==> src/rtl/regfile_pkg.sv <==
// Shared defaults and the one-hot address decoder used by the register file.
package regfile_pkg;

  localparam int DEF_DATA_W = 12;
  localparam int DEF_ADDR_W = 3;

  // Widest address the decoder handles; callers narrow the result with a cast.
  localparam int MAX_ADDR_W = 5;
  localparam int MAX_NREG   = 2 ** MAX_ADDR_W;

  // One-hot decode of a register address (write select, busy set/clear).
  function automatic logic [MAX_NREG-1:0] onehot_dec(input logic [MAX_ADDR_W-1:0] addr);
    logic [MAX_NREG-1:0] v;
    v       = '0;
    v[addr] = 1'b1;
    return v;
  endfunction

endpackage

==> src/rtl/regfile_sb_rdport.sv <==
// Gated read port: write-through bypass, optional hardwired r0 and busy qualify.
module regfile_sb_rdport
  import regfile_pkg::*;
#(
  parameter int DATA_W  = DEF_DATA_W,
  parameter int ADDR_W  = DEF_ADDR_W,
  parameter bit R0_ZERO = 1'b0,
  localparam int NREG   = 2 ** ADDR_W
) (
  input  logic              en,
  input  logic [ADDR_W-1:0] addr,
  input  logic [DATA_W-1:0] mem [NREG],
  input  logic [NREG-1:0]   busy_bits,
  input  logic              wr_en,
  input  logic [ADDR_W-1:0] wr_addr,
  input  logic [DATA_W-1:0] wr_data,
  output logic [DATA_W-1:0] data,
  output logic              busy
);

  logic r0_hit;
  logic wr_hit;

  assign r0_hit = R0_ZERO && (addr == '0);
  assign wr_hit = wr_en && (wr_addr == addr);

  // Read mux: disabled port reads 0, same-cycle writeback wins over storage.
  always_comb begin
    data = '0;
    if (en) begin
      if (wr_hit && !r0_hit) begin
        data = wr_data;
      end else if (r0_hit) begin
        data = '0;
      end else begin
        data = mem[addr];
      end
    end
  end

  // A writeback landing this cycle resolves the hazard on that operand.
  assign busy = en && busy_bits[addr] && !wr_hit;

endmodule

==> src/rtl/regfile_sb.sv <==
// Register file with one write port, two gated read ports and a busy scoreboard.
module regfile_sb
  import regfile_pkg::*;
#(
  parameter int DATA_W  = DEF_DATA_W,
  parameter int ADDR_W  = DEF_ADDR_W,
  parameter bit R0_ZERO = 1'b0,
  localparam int NREG   = 2 ** ADDR_W
) (
  input  logic              clk,
  input  logic              rst_n,
  input  logic              wr_en,
  input  logic [ADDR_W-1:0] wr_addr,
  input  logic [DATA_W-1:0] wr_data,
  input  logic              rd2_en,
  input  logic [ADDR_W-1:0] rd2_addr,
  output logic [DATA_W-1:0] rd2_data,
  output logic              rd2_busy,
  input  logic              rd3_en,
  input  logic [ADDR_W-1:0] rd3_addr,
  output logic [DATA_W-1:0] rd3_data,
  output logic              rd3_busy,
  input  logic              rsv_en,
  input  logic [ADDR_W-1:0] rsv_addr,
  output logic              rsv_ok,
  input  logic              flush,
  output logic [NREG-1:0]   busy_vec
);

  logic [DATA_W-1:0] mem_reg [NREG];
  logic [NREG-1:0]   busy_reg;
  logic [NREG-1:0]   busy_next;
  logic [NREG-1:0]   wr_sel;
  logic [NREG-1:0]   rsv_sel;
  logic [NREG-1:0]   r0_mask;
  logic [NREG-1:0]   wr_mask;
  logic [NREG-1:0]   rsv_set;
  logic              rsv_r0;
  logic              wr_fwd;

  assign wr_sel  = NREG'(onehot_dec(MAX_ADDR_W'(wr_addr)));
  assign rsv_sel = NREG'(onehot_dec(MAX_ADDR_W'(rsv_addr)));
  assign r0_mask = R0_ZERO ? NREG'(1) : '0;

  // Register 0 is never written nor reserved when hardwired to zero.
  assign wr_mask = wr_en ? (wr_sel & ~r0_mask) : '0;

  assign rsv_r0 = R0_ZERO && (rsv_addr == '0);
  assign wr_fwd = wr_en && (wr_addr == rsv_addr);

  // Accept when the destination is free or being released this same cycle;
  // a hardwired r0 is always accepted and never tracked. Held low in reset.
  assign rsv_ok = rst_n && rsv_en &&
                  (rsv_r0 || (!flush && (!busy_reg[rsv_addr] || wr_fwd)));

  assign rsv_set = rsv_ok ? (rsv_sel & ~r0_mask) : '0;

  // Clear-then-set so a same-address reserve and writeback keeps the bit set.
  assign busy_next = flush ? '0 : ((busy_reg & ~(wr_en ? wr_sel : '0)) | rsv_set);

  generate
    for (genvar gi = 0; gi < NREG; gi++) begin : g_mem
      // Storage word gi: cleared by reset, loaded on its write select.
      always_ff @(posedge clk or negedge rst_n) begin
        if (!rst_n) begin
          mem_reg[gi] <= '0;
        end else if (wr_mask[gi]) begin
          mem_reg[gi] <= wr_data;
        end
      end
    end
  endgenerate

  // Scoreboard state.
  always_ff @(posedge clk or negedge rst_n) begin
    if (!rst_n) begin
      busy_reg <= '0;
    end else begin
      busy_reg <= busy_next;
    end
  end

  assign busy_vec = busy_reg;

  regfile_sb_rdport #(
    .DATA_W (DATA_W),
    .ADDR_W (ADDR_W),
    .R0_ZERO(R0_ZERO)
  ) u_rd2 (
    .en       (rd2_en),
    .addr     (rd2_addr),
    .mem      (mem_reg),
    .busy_bits(busy_reg),
    .wr_en    (wr_en),
    .wr_addr  (wr_addr),
    .wr_data  (wr_data),
    .data     (rd2_data),
    .busy     (rd2_busy)
  );

  regfile_sb_rdport #(
    .DATA_W (DATA_W),
    .ADDR_W (ADDR_W),
    .R0_ZERO(R0_ZERO)
  ) u_rd3 (
    .en       (rd3_en),
    .addr     (rd3_addr),
    .mem      (mem_reg),
    .busy_bits(busy_reg),
    .wr_en    (wr_en),
    .wr_addr  (wr_addr),
    .wr_data  (wr_data),
    .data     (rd3_data),
    .busy     (rd3_busy)
  );

endmodule

==> config.mk <==
export PLATFORM = sky130hd
export DESIGN_NAME = regfile_sb
export DESIGN_NICKNAME = d
export VERILOG_FILES = /design/src/rtl/regfile_pkg.sv /design/src/rtl/regfile_sb_rdport.sv /design/src/rtl/regfile_sb.sv
export SDC_FILE = /design/constraint.sdc
export NUM_CORES = 1
export LEC_CHECK = 0
export CAP_MARGIN = 5
export CORE_MARGIN = 2
export CORE_UTILIZATION = 55
export DETAILED_ROUTE_END_ITERATION = 6
export GPL_ROUTABILITY_DRIVEN = 0
export PLACE_DENSITY = 0.79
export SLEW_MARGIN = 0
export SYNTH_ARGS = -nofsm -noshare
export SYNTH_HDL_FRONTEND = slang
export SYNTH_HIERARCHICAL = 1
export SYNTH_SLANG_ARGS = --single-unit
==> constraint.sdc <==
create_clock -name clk -period 3 [get_ports clk]
set_input_delay 0.6 -clock clk [delete_from_list [all_inputs] [get_ports clk]]
set_output_delay 0.6 -clock clk [all_outputs]
set_load 0.05 [all_outputs]
==> results.py, run 1 <==
metrics = {
    "yosys": {
        "ys_seq_area_frac": 0.4146,
        "syn_avg_cell_area_um2": 13.13,
        "synth_seq_cells": 104,
        "synth_cells": 478,
        "postSynth.asyncResetShare": 1.000,
        "synthTopCellsByArea": "dfrtp_1 (41%), mux2_2 (17%), mux2i_1 (8.0%)",
        "synth_top_area_share": 0.4146,
        "synth_common_cells": "dfrtp_1 (104), mux2_2 (96), mux2i_1 (50)",
        "synth.largest_area_cell": "dfrtp_1",
        "syn-num-nets": 509,
        "synth_cell_types": 45,
        "synth_area_um2": 6277,
        "synth_enable_flop_cells": 0,
        "yosys_warnings": 6,
        "synth_most_common_cell": "dfrtp_1",
        "synthFlopType": "dfrtp_1",
    },
    "clocking": {
        "numCtsBuffers": 9,
        "post_cts_buffers": 0,
        "hold_buffers": 0,
        "clock_latency_ps": 350,
        "clock_sinks": 104,
        "cts_tree": "yes",
        "htree_levels": 3,
        "path_clk_slew_ps": 70,
        "clockBufferDepth": 2,
        "root_buffer": "clkbuf_16",
    },
    "final_layout": {
        "final_layout_size_suffix_gt1_frac": 0.3920,
        "area_delta_synth_final_pct": 20.27,
        "largest_register_ffs": 96,
        "final_nets": 600,
        "antenna_cells": 0,
        "stdcell_area_um2": 7550,
        "fillers": 817,
        "finalNonFillerCells": 717,
        "utilization": 0.6698,
    },
    "setup_path": {
        "worst_setup_path_end_kind": "primary output",
        "worst-path-buf-inv": 4,
        "start_kind": "primary input",
        "regToRegStartpoint": "busy_vec[1]",
        "critPathArrivalTime_ps": 2350,
        "rrSetupSlack_ps": 1530,
        "cp_data_required_time_ps": 2400,
        "crit_type": "primary input to primary output",
        "reg2reg_depth": 5,
        "path_max_fanout": 9,
        "path_cells": "clkdlybuf4s50_1 -> buf_6 -> or2b_1 -> buf_4 -> o22ai_1 -> a21oi_1 -> a21oi_1 -> buf_4",
        "cp_slowest_stage_delay_ps": 430,
        "cp_top_family": "buffers and inverters",
        "slowest_stage": "clkdlybuf4s50_1",
        "reg2reg_to": "busy_vec[0]",
    },
    "floorplan": {
        "die_y_um": 110.8,
        "num_rows": 39,
        "io_pins": 66,
        "core_region_area_um2": 11270,
        "die-area_um2": 12280,
        "start_util": 0.5569,
        "die_w_um": 110.8,
    },
    "power": {
        "p_per_area_nw_per_um2": 579.5,
        "ir_worst_vdd_mv": 0.3313,
        "p_leak_nw": 3.248,
        "p_total_mw": 4.375,
    },
    "sta": {
        "finalHoldViolCount": 0,
        "max-slew-margin-rel": 0.5329,
        "finalCriticalPeriod_ps": 2947,
        "drv_slew": 0,
        "rsz0062_at_grt": "no",
        "max_freq_mhz": 339.3,
        "skew_ps": 3.950,
        "min_period_over_period": 0.9824,
        "worst_pin_slew_ps": 700.6,
        "fin_ws_ps": 52.89,
        "setup_viol": 0,
    },
    "global_route": {
        "grt-ovfl-total": 0,
        "grt_start_max_net_pins": 57,
        "grt_pass1_vias": 4807,
        "antenna_found_initial": 0,
        "grtUsageTotal": 0.2708,
        "grt_pass1_wl_mm": 25.94,
    },
    "placed_design": {
        "place_inst": 701,
        "post_dp_cell_area_um2": 7247,
        "pre_cts_ws_ps": -60.79,
        "io_buffers": 65,
        "post-dp-hpwl_mm": 11.32,
    },
    "min_path": {
        "hold_path_class": "primary input to async pin",
    },
    "route": {
        "via_per_inst": 6.420,
        "vias": 4603,
        "postRouteAntennaNets": 0,
        "drt_iter0_markers": 497,
        "post_drt_wl_per_cell_um": 22.54,
        "dr_wl_met3_mm": 1.093,
        "wl_met2_mm": 7.765,
        "routed.top_layer": "met4",
        "drt-met1-wl_mm": 6.921,
        "dr.pass1.iters": 4,
        "drc": 0,
        "routed_wl_mm": 16.16,
    },
    "run": {
        "max_cap_violations": 0,
    },
    "status": {
        "outcome": "complete, no violations",
    },
}
[how the worst max path moves through the flow]
stage,start,end,slack (ps),cells past startpoint
after floorplan,rd2_addr[1],rd2_data[0],240,7
after global placement,rd2_addr[1],rd2_data[4],-40,6
after detailed placement,rd2_addr[1],rd2_data[0],-60,6
after CTS,rd2_addr[0],rd2_busy,10,6
after global routing,rd3_addr[0],rd3_data[11],7,8
final,rd3_addr[0],rd3_data[7],50,8
[report_power, final]
| group | leakage, nW | switching [mW] | internal [mW] |
|---|---|---|---|
| sequential | 1.26 | 0.217 | 1.69 |
| clock | 0.145 | 0.523 | 0.669 |
| combinational | 1.84 | 0.614 | 0.661 |
| total | 3.25 | 1.35 | 3.02 |
[final cells by class]
type | count | area [µm²] | share of cell area
Clock inverter | 5 | 56.30 | 0.007458
Sequential cell | 104 | 2603 | 0.3447
Inverter | 5 | 18.77 | 0.002486
Tap cell | 143 | 178.9 | 0.02370
Clock buffer | 11 | 242.7 | 0.03215
Multi-Input combinational cell | 329 | 3351 | 0.4438
Timing Repair Buffer | 120 | 1100 | 0.1457
[layout by cell type, fill, tap and decap left out, types with 3 or more instances in the layout]
master           synthesis  routed
o22ai_1                 22      22
clkbuf_16                0       9
nand4b_1                 3       3
nand2_1                  4       4
o32ai_1                  3       3
o21ai_0                 22      21
nand3b_1                 5       5
or2b_1                   3       3
mux4_1                  16      16
dfrtp_1                104     104
mux4_2                  14      14
mux2_2                  96      96
a21oi_1                 47      47
o21ai_1                  2       3
buf_4                   10      73
nand4_1                  3       3
buf_12                   2       9
xnor2_1                  9       9
o41ai_1                  4       4
clkdlybuf4s50_1          0      32
inv_1                    5       5
mux2i_1                 50      50
[logic make-up (layout without fill, tap and decap cells)]
group,after synthesis,count (layout),share of synthesized area
AO/OA/AOI/OAI,107,107,0.1041
XOR/XNOR,9,9,0.01256
buffers and inverters,45,141,0.05163
flip-flops,104,104,0.4146
multiplexers,176,176,0.3691
AND/OR/NAND/NOR,37,37,0.04804
[what timing repair did]
item	CTS	global route
pin swaps	0	1
endpoints found under the setup margin	18	6
gates resized for setup	2	3
[per-layer routing]
metal	up-vias	global-route usage
met5	-	0
met2	202	0.4237
met3	31	0.04319
li1	2042	-
met4	0	0.1042
met1	2328	0.3843
[through the flow]
step / setup TNS [ps] / hold slack, ps
6_report: 0 / 41.06
5_1_grt: 0 / 31.55
4_1_cts: 0 / 31.56
3_5_place_dp: -390.4 / 409.1
3_3_place_gp: -125.9 / 404.3
2_1_floorplan: 0 / 304.4
[worst reg2reg max path, stage by stage (launching register included)]
cell	delay [ps]
dfrtp_1	430
mux2i_1	110
o32a_2	350
buf_4	160
a31oi_4	180
o32ai_1	120
Power figures use the tool's default switching activity.
==> run 2: changes to the inputs <==
--- a/config.mk
+++ b/config.mk
@@ -6,11 +6,11 @@
 export NUM_CORES = 1
 export LEC_CHECK = 0
 export CAP_MARGIN = 5
-export CORE_MARGIN = 2
-export CORE_UTILIZATION = 55
+export CORE_MARGIN = 1
+export CORE_UTILIZATION = 30
 export DETAILED_ROUTE_END_ITERATION = 6
 export GPL_ROUTABILITY_DRIVEN = 0
-export PLACE_DENSITY = 0.79
+export PLACE_DENSITY = 0.49
 export SLEW_MARGIN = 0
 export SYNTH_ARGS = -nofsm -noshare
 export SYNTH_HDL_FRONTEND = slang
==> run 2 against run 1 <==
Non-clock buffer count down 3. Final cell count increased by 17%. Via count down 1.4%. Count of clock-buffer cells in the layout rose by 1. Sequential power about the same. Total power is 4.1% higher. Highest routed layer unchanged. Clock power grew 11%. Fmax is 0.66% lower. Global-route usage shrank 9.5 points. Largest power group unchanged.
==> results.py, run 2 (synthesized netlist as in run 1, its figures left out) <==
metrics = {
    "clocking": {
        "clockBufferDepth": 2,
        "clock_latency_ps": 350,
        "path_clk_slew_ps": 70,
        "numCtsBuffers": 9,
        "root_buffer": "clkbuf_16",
        "htree_levels": 3,
        "hold_buffers": 0,
        "clock_sinks": 104,
        "cts_tree": "yes",
    },
    "global_route": {
        "grt-ovfl-total": 0,
        "grtUsageTotal": 0.1759,
        "antenna_found_initial": 0,
        "grt_pass1_vias": 4716,
        "grt_start_max_net_pins": 61,
        "grt_pass1_wl_mm": 28.21,
    },
    "power": {
        "ir_worst_vdd_mv": 0.2453,
        "p_per_area_nw_per_um2": 578.4,
        "p_leak_nw": 3.276,
    },
    "final_layout": {
        "final_nets": 597,
        "mostFrequentLayoutCell": "dfrtp_1",
        "area_delta_synth_final_pct": 25.43,
        "largest_register_ffs": 96,
        "mostFrequentLayoutCells": "dfrtp_1 (104), mux2_2 (96), buf_4 (61)",
        "final_layout_size_suffix_gt1_frac": 0.4291,
        "stdcell_area_um2": 7874,
        "antenna_cells": 0,
    },
    "setup_path": {
        "worst_setup_path_end_kind": "primary output",
        "reg2reg_depth": 5,
        "crit_type": "primary input to primary output",
        "rrSetupSlack_ps": 1520,
        "regToRegStartpoint": "busy_vec[3]",
        "reg2reg_to": "busy_vec[0]",
        "path_max_fanout": 6,
        "critPathArrivalTime_ps": 2370,
        "cp_slowest_stage_delay_ps": 530,
        "cp_data_required_time_ps": 2400,
        "slowest_stage": "mux4_1",
        "start_kind": "primary input",
        "path_cells": "clkdlybuf4s50_1 -> buf_6 -> buf_4 -> mux4_1 -> a21oi_1 -> a21oi_1 -> buf_4",
    },
    "sta": {
        "skew_ps": 0.9618,
        "worst_pin_slew_ps": 770.5,
        "finalCriticalPeriod_ps": 2967,
        "drv_slew": 0,
        "finalSetupTns_ps": 0,
        "finalHoldViolCount": 0,
        "rsz0062_at_grt": "yes",
        "max-slew-margin-rel": 0.4864,
        "max_freq_mhz": 337.1,
        "min_period_over_period": 0.9889,
        "setup_viol": 0,
    },
    "route": {
        "post_drt_wl_per_cell_um": 21.66,
        "drt_iter0_markers": 196,
        "routed_wl_mm": 18.22,
        "drc": 0,
        "postRouteAntennaNets": 0,
        "via_per_inst": 5.398,
        "dr.pass1.iters": 4,
        "vias": 4540,
    },
    "status": {
        "outcome": "complete, no violations",
    },
    "floorplan": {
        "die_w_um": 146.7,
        "num_rows": 52,
        "start_util": 0.3082,
        "die_y_um": 146.7,
        "core_region_area_um2": 20360,
        "io_pins": 66,
        "die-area_um2": 21510,
    },
    "placed_design": {
        "io_buffers": 65,
        "post-dp-hpwl_mm": 12.43,
        "post_dp_cell_area_um2": 7443,
    },
    "min_path": {
        "hold_path_class": "primary input to async pin",
    },
    "run": {
        "max_cap_violations": 0,
    },
}
-- run 2: cell types whose count changed in the layout (fill, tap and decap cells not counted), moves of 5 or more --
cell     change
a21oi_1     -15
a21oi_2     +15
buf_4       -12
buf_12       +6
mux4_1       -5
mux4_2       +5
-- run 2: cell type report --
type,instances,area [µm²]
Clock buffer,12,266.5
Clock inverter,4,73.82
Fill cell,1938,12490
Inverter,5,18.77
Multi-Input combinational cell,329,3401
Sequential cell,104,2603
Tap cell,270,337.8
Timing Repair Buffer,117,1174
-- run 2: what timing repair did --
item | 4_1_cts | 5_1_grt
setup endpoints to repair | 4 | 17
endpoints found under the hold margin | 0 | 0
resized for setup | 5 | 24
pin swaps | 0 | 3
buffers inserted | 0 | 2
-- run 2: worst max path at each step --
stage	to	cells after the start	slack [ps]	start
detailed placement	rd2_data[5]	7	-20	rd2_addr[1]
CTS	rd2_data[2]	7	9	rd2_addr[1]
global route	rd3_data[11]	7	-20	rd3_addr[1]
floorplan	rd2_data[0]	7	240	rd2_addr[1]
global placement	rd2_data[5]	7	-40	rd2_addr[1]
finish	rd3_data[11]	7	30	rd3_addr[1]
-- run 2: layer usage --
layer,GRT usage,share of wire,up-vias
met1,0.2247,0.44,2350
met2,0.2934,0.49,123
met5,0,0,-
met3,0.02938,0.042,35
li1,-,-,2032
met4,0.07448,0.030,0
-- run 2: per-stage QoR --
step	util	power [mW]	hold WS (ps)	cells	setup slack [ps]
6_report	0.3866	4.554	408.0	841	33.44
5_1_grt	0.3866	4.798	459.8	841	-20.10
4_1_cts	0.3828	4.560	422.8	839	9.229
3_5_place_dp	0.3655	3.217	509.7	823	-19.16
3_3_place_gp	0.3655	3.175	498.2	823	-42.59
2_1_floorplan	-	2.776	304.4	478	236.1
-- run 2: critical path: cells and delay by family --
family	cells	cell delay, ps
mux	1	530
buf+inv	4	940
compound gates	2	280
-- run 2: report_power, final --
part,internal (mW),switching (mW)
Sequential,1.69,0.210
Clock,0.801,0.522
Combinational,0.686,0.643
Total,3.18,1.37
==> variant, RTL diff (config.mk and constraints of run 1) <==
`R0_ZERO` is set to 1'b0 in 2 places; all go to 1'b1.
--- a/src/rtl/regfile_sb_rdport.sv
+++ b/src/rtl/regfile_sb_rdport.sv
@@ -4,7 +4,7 @@
 #(
   parameter int DATA_W  = DEF_DATA_W,
   parameter int ADDR_W  = DEF_ADDR_W,
-  parameter bit R0_ZERO = 1'b0,
+  parameter bit R0_ZERO = 1'b1,
   localparam int NREG   = 2 ** ADDR_W
 ) (
   input  logic              en,
--- a/src/rtl/regfile_sb.sv
+++ b/src/rtl/regfile_sb.sv
@@ -4,7 +4,7 @@
 #(
   parameter int DATA_W  = DEF_DATA_W,
   parameter int ADDR_W  = DEF_ADDR_W,
-  parameter bit R0_ZERO = 1'b0,
+  parameter bit R0_ZERO = 1'b1,
   localparam int NREG   = 2 ** ADDR_W
 ) (
   input  logic              clk,
Function: changed (a bounded check fails within 4 cycles, from zero or initial values and one cycle with rst_n low).
==> variant against run 1 <==
Cell area decreased by 3.1%; synthesized area down 6.8%; critical path depth decreased by 1; wire length fell by 10%; power is 12% lower; register-to-register slack better by 60 ps; cell count fell by 10%; worst setup slack got worse by 13 ps; sequential cell count shrank 12; largest cell class unchanged; largest power group unchanged.
==> variant: results (changes against run 1) <==
========================================================================================
Total via count after detailed routing ....................................         3963   -14%
Global-route wire length before repair ....................................      23.1 mm   -11%
Switching power total .....................................................      1.24 mW   -8.5%
Top routing layer used ....................................................         met4
Wire length reported by the detailed router ...............................      14.5 mm   -10%
Worst clock skew ..........................................................      1.92 ps   -2.03 ps
Detailed Routing Iterations Pass 1 ........................................            4   unchanged
Met1 layer usage reported by global route .................................        0.355   -0.0288
Final net count ...........................................................          533   -11%
Met2 routing resource usage after global routing ..........................        0.455   +0.0311
Netlist cell types ........................................................           42   -6.7%
CP Max Fanout .............................................................           26   +17
Deepest level of the CTS H-tree ...........................................            3   unchanged
Clock Power Share .........................................................        0.200   -0.072
Overall power after layout ................................................      3.83 mW   -12%
Worst Setup Slack post-DPL ................................................      14.5 ps   +75.3 ps
Wire length on met2 .......................................................      7.40 mm   -4.7%
Crit-path max cell delay ..................................................       600 ps   +170 ps
First DRT Iteration DRCs ..................................................          345   -31%
Path category of the worst min-delay check ................................ input port to async pin
Via count of the first global-routing pass ................................         4315   -10%
Number of fill cells in the layout ........................................          714   -13%
Category of cells accounting for the largest share of critical-path delay . buffers and inverters
Layout cells sized above 1 ................................................        0.454   +0.0617
Standby leakage power .....................................................      3.08 nW   -5.1%
Placed cell areas ......................................................... 0.00708 mm^2   -2.2%
Post-Synthesis Cells ......................................................          402   -16%
Timing-limited maximum frequency ..........................................      338 MHz   -0.44%
Status .................................................................... complete, no violations
Worst hold slack ..........................................................       126 ps   +85.1 ps
Async set-reset flop share out of synthesis ...............................         1.00   unchanged
Most instantiated cells after synthesis ................................... sky130_fd_sc_hd__dfrtp_1, sky130_fd_sc_hd__mux2_2, sky130_fd_sc_hd__mux4_2
Routed wire length per instance ...........................................      22.6 um   +0.21%
Buffer type at the clock tree root ........................................ sky130_fd_sc_hd__clkbuf_8
Main area contributors after synthesis .................................... sky130_fd_sc_hd__dfrtp_1, sky130_fd_sc_hd__mux2_2, sky130_fd_sc_hd__mux4_2
FF-to-FF setup slack ......................................................      1590 ps   +60 ps
Slew at the pin with the worst max-slew slack .............................       893 ps   +193 ps
Synth Warn # ..............................................................            6   unchanged
Flip-flop count of the largest register after layout ......................           84   -13%
Most used flip-flop cell after synthesis .................................. sky130_fd_sc_hd__dfrtp_1
Largest net degree at the start of global routing .........................           72   +26%
Overall fraction of global-route tracks in use ............................        0.269   -0.00204
Number of antenna violations at the first check in global routing .........            0   unchanged
Detailed route wirelength on metal3 .......................................      1.08 mm   -1.4%
Sequential-to-total area share from yosys stat ............................        0.393   -0.0212
Met1 wire length ..........................................................      5.83 mm   -16%
Number of diodes ..........................................................            0   unchanged
Arrival time of the worst setup path ......................................      2360 ps
# Post-CTS Setup Buffers ..................................................            0   unchanged
Peak VDD IR ...............................................................     0.393 mV   +19%
Clock transition at path regs .............................................        90 ps   +20 ps
Clock latency on the worst-skew pair ......................................       360 ps
Part of the total power dissipated in sequential elements .................        0.434   -0.002
Input/output buffers ......................................................           65   unchanged
Cell count after placement ................................................          626   -11%
Met3 track demand over resource in global routing .........................       0.0486   +0.00544
HPWL after DPL ............................................................      9.62 mm   -15%
========================================================================================
[variant: final timing paths]
| check | startpoint | end | depth (start not counted) |
|---|---|---|---|
| setup reg to reg | busy_vec[1]$_DFF_PN0_ | busy_vec[4]$_DFF_PN0_ | 4 |
| hold reg to reg | mem_reg[59]$_DFFE_PN0P_ | mem_reg[59]$_DFFE_PN0P_ | 1 |
| min in group clk | mem_reg[59]$_DFFE_PN0P_ | mem_reg[59]$_DFFE_PN0P_ | 1 |
| setup / recovery | rd3_addr[2] | rd3_data[2] | 7 |
| hold / removal | rst_n | mem_reg[19]$_DFFE_PN0P_ | 1 |
| max in group asynchronous | rst_n | mem_reg[32]$_DFFE_PN0P_ | 2 |
[variant: cell families after synthesis]
logic type             Yosys count  synth area share
XOR/XNOR                         9            0.0135
buffers and inverters           37            0.0543
AO/OA/AOI/OAI                   38            0.0511
other                            1          0.000641
AND/OR/NAND/NOR                 59            0.0633
flip-flops                      92             0.393
multiplexers                   166             0.424
[variant: cell type report]
type / instances / area [um^2] / area share
Multi-Input combinational cell: 296 / 3390 / 0.463
Clock inverter: 6 / 46.3 / 0.00633
Timing Repair Buffer: 101 / 1270 / 0.174
Tap cell: 136 / 170 / 0.0233
Clock buffer: 10 / 128 / 0.0175
Inverter: 2 / 7.51 / 0.00103
Sequential cell: 92 / 2300 / 0.315
[variant: what timing repair did]
action | 4_1_cts | 5_1_grt
resized for setup | 0 | 6
setup endpoints to repair | 0 | 11
hold buffers | 0 | 0
[variant: worst reg2reg max path, cell delays in order (launching register included)]
cell and delay (ps):
sky130_fd_sc_hd__dfrtp_1 440, sky130_fd_sc_hd__mux2i_1 100, sky130_fd_sc_hd__a22o_1 280, sky130_fd_sc_hd__nor3_4 330
sky130_fd_sc_hd__o31ai_1 130
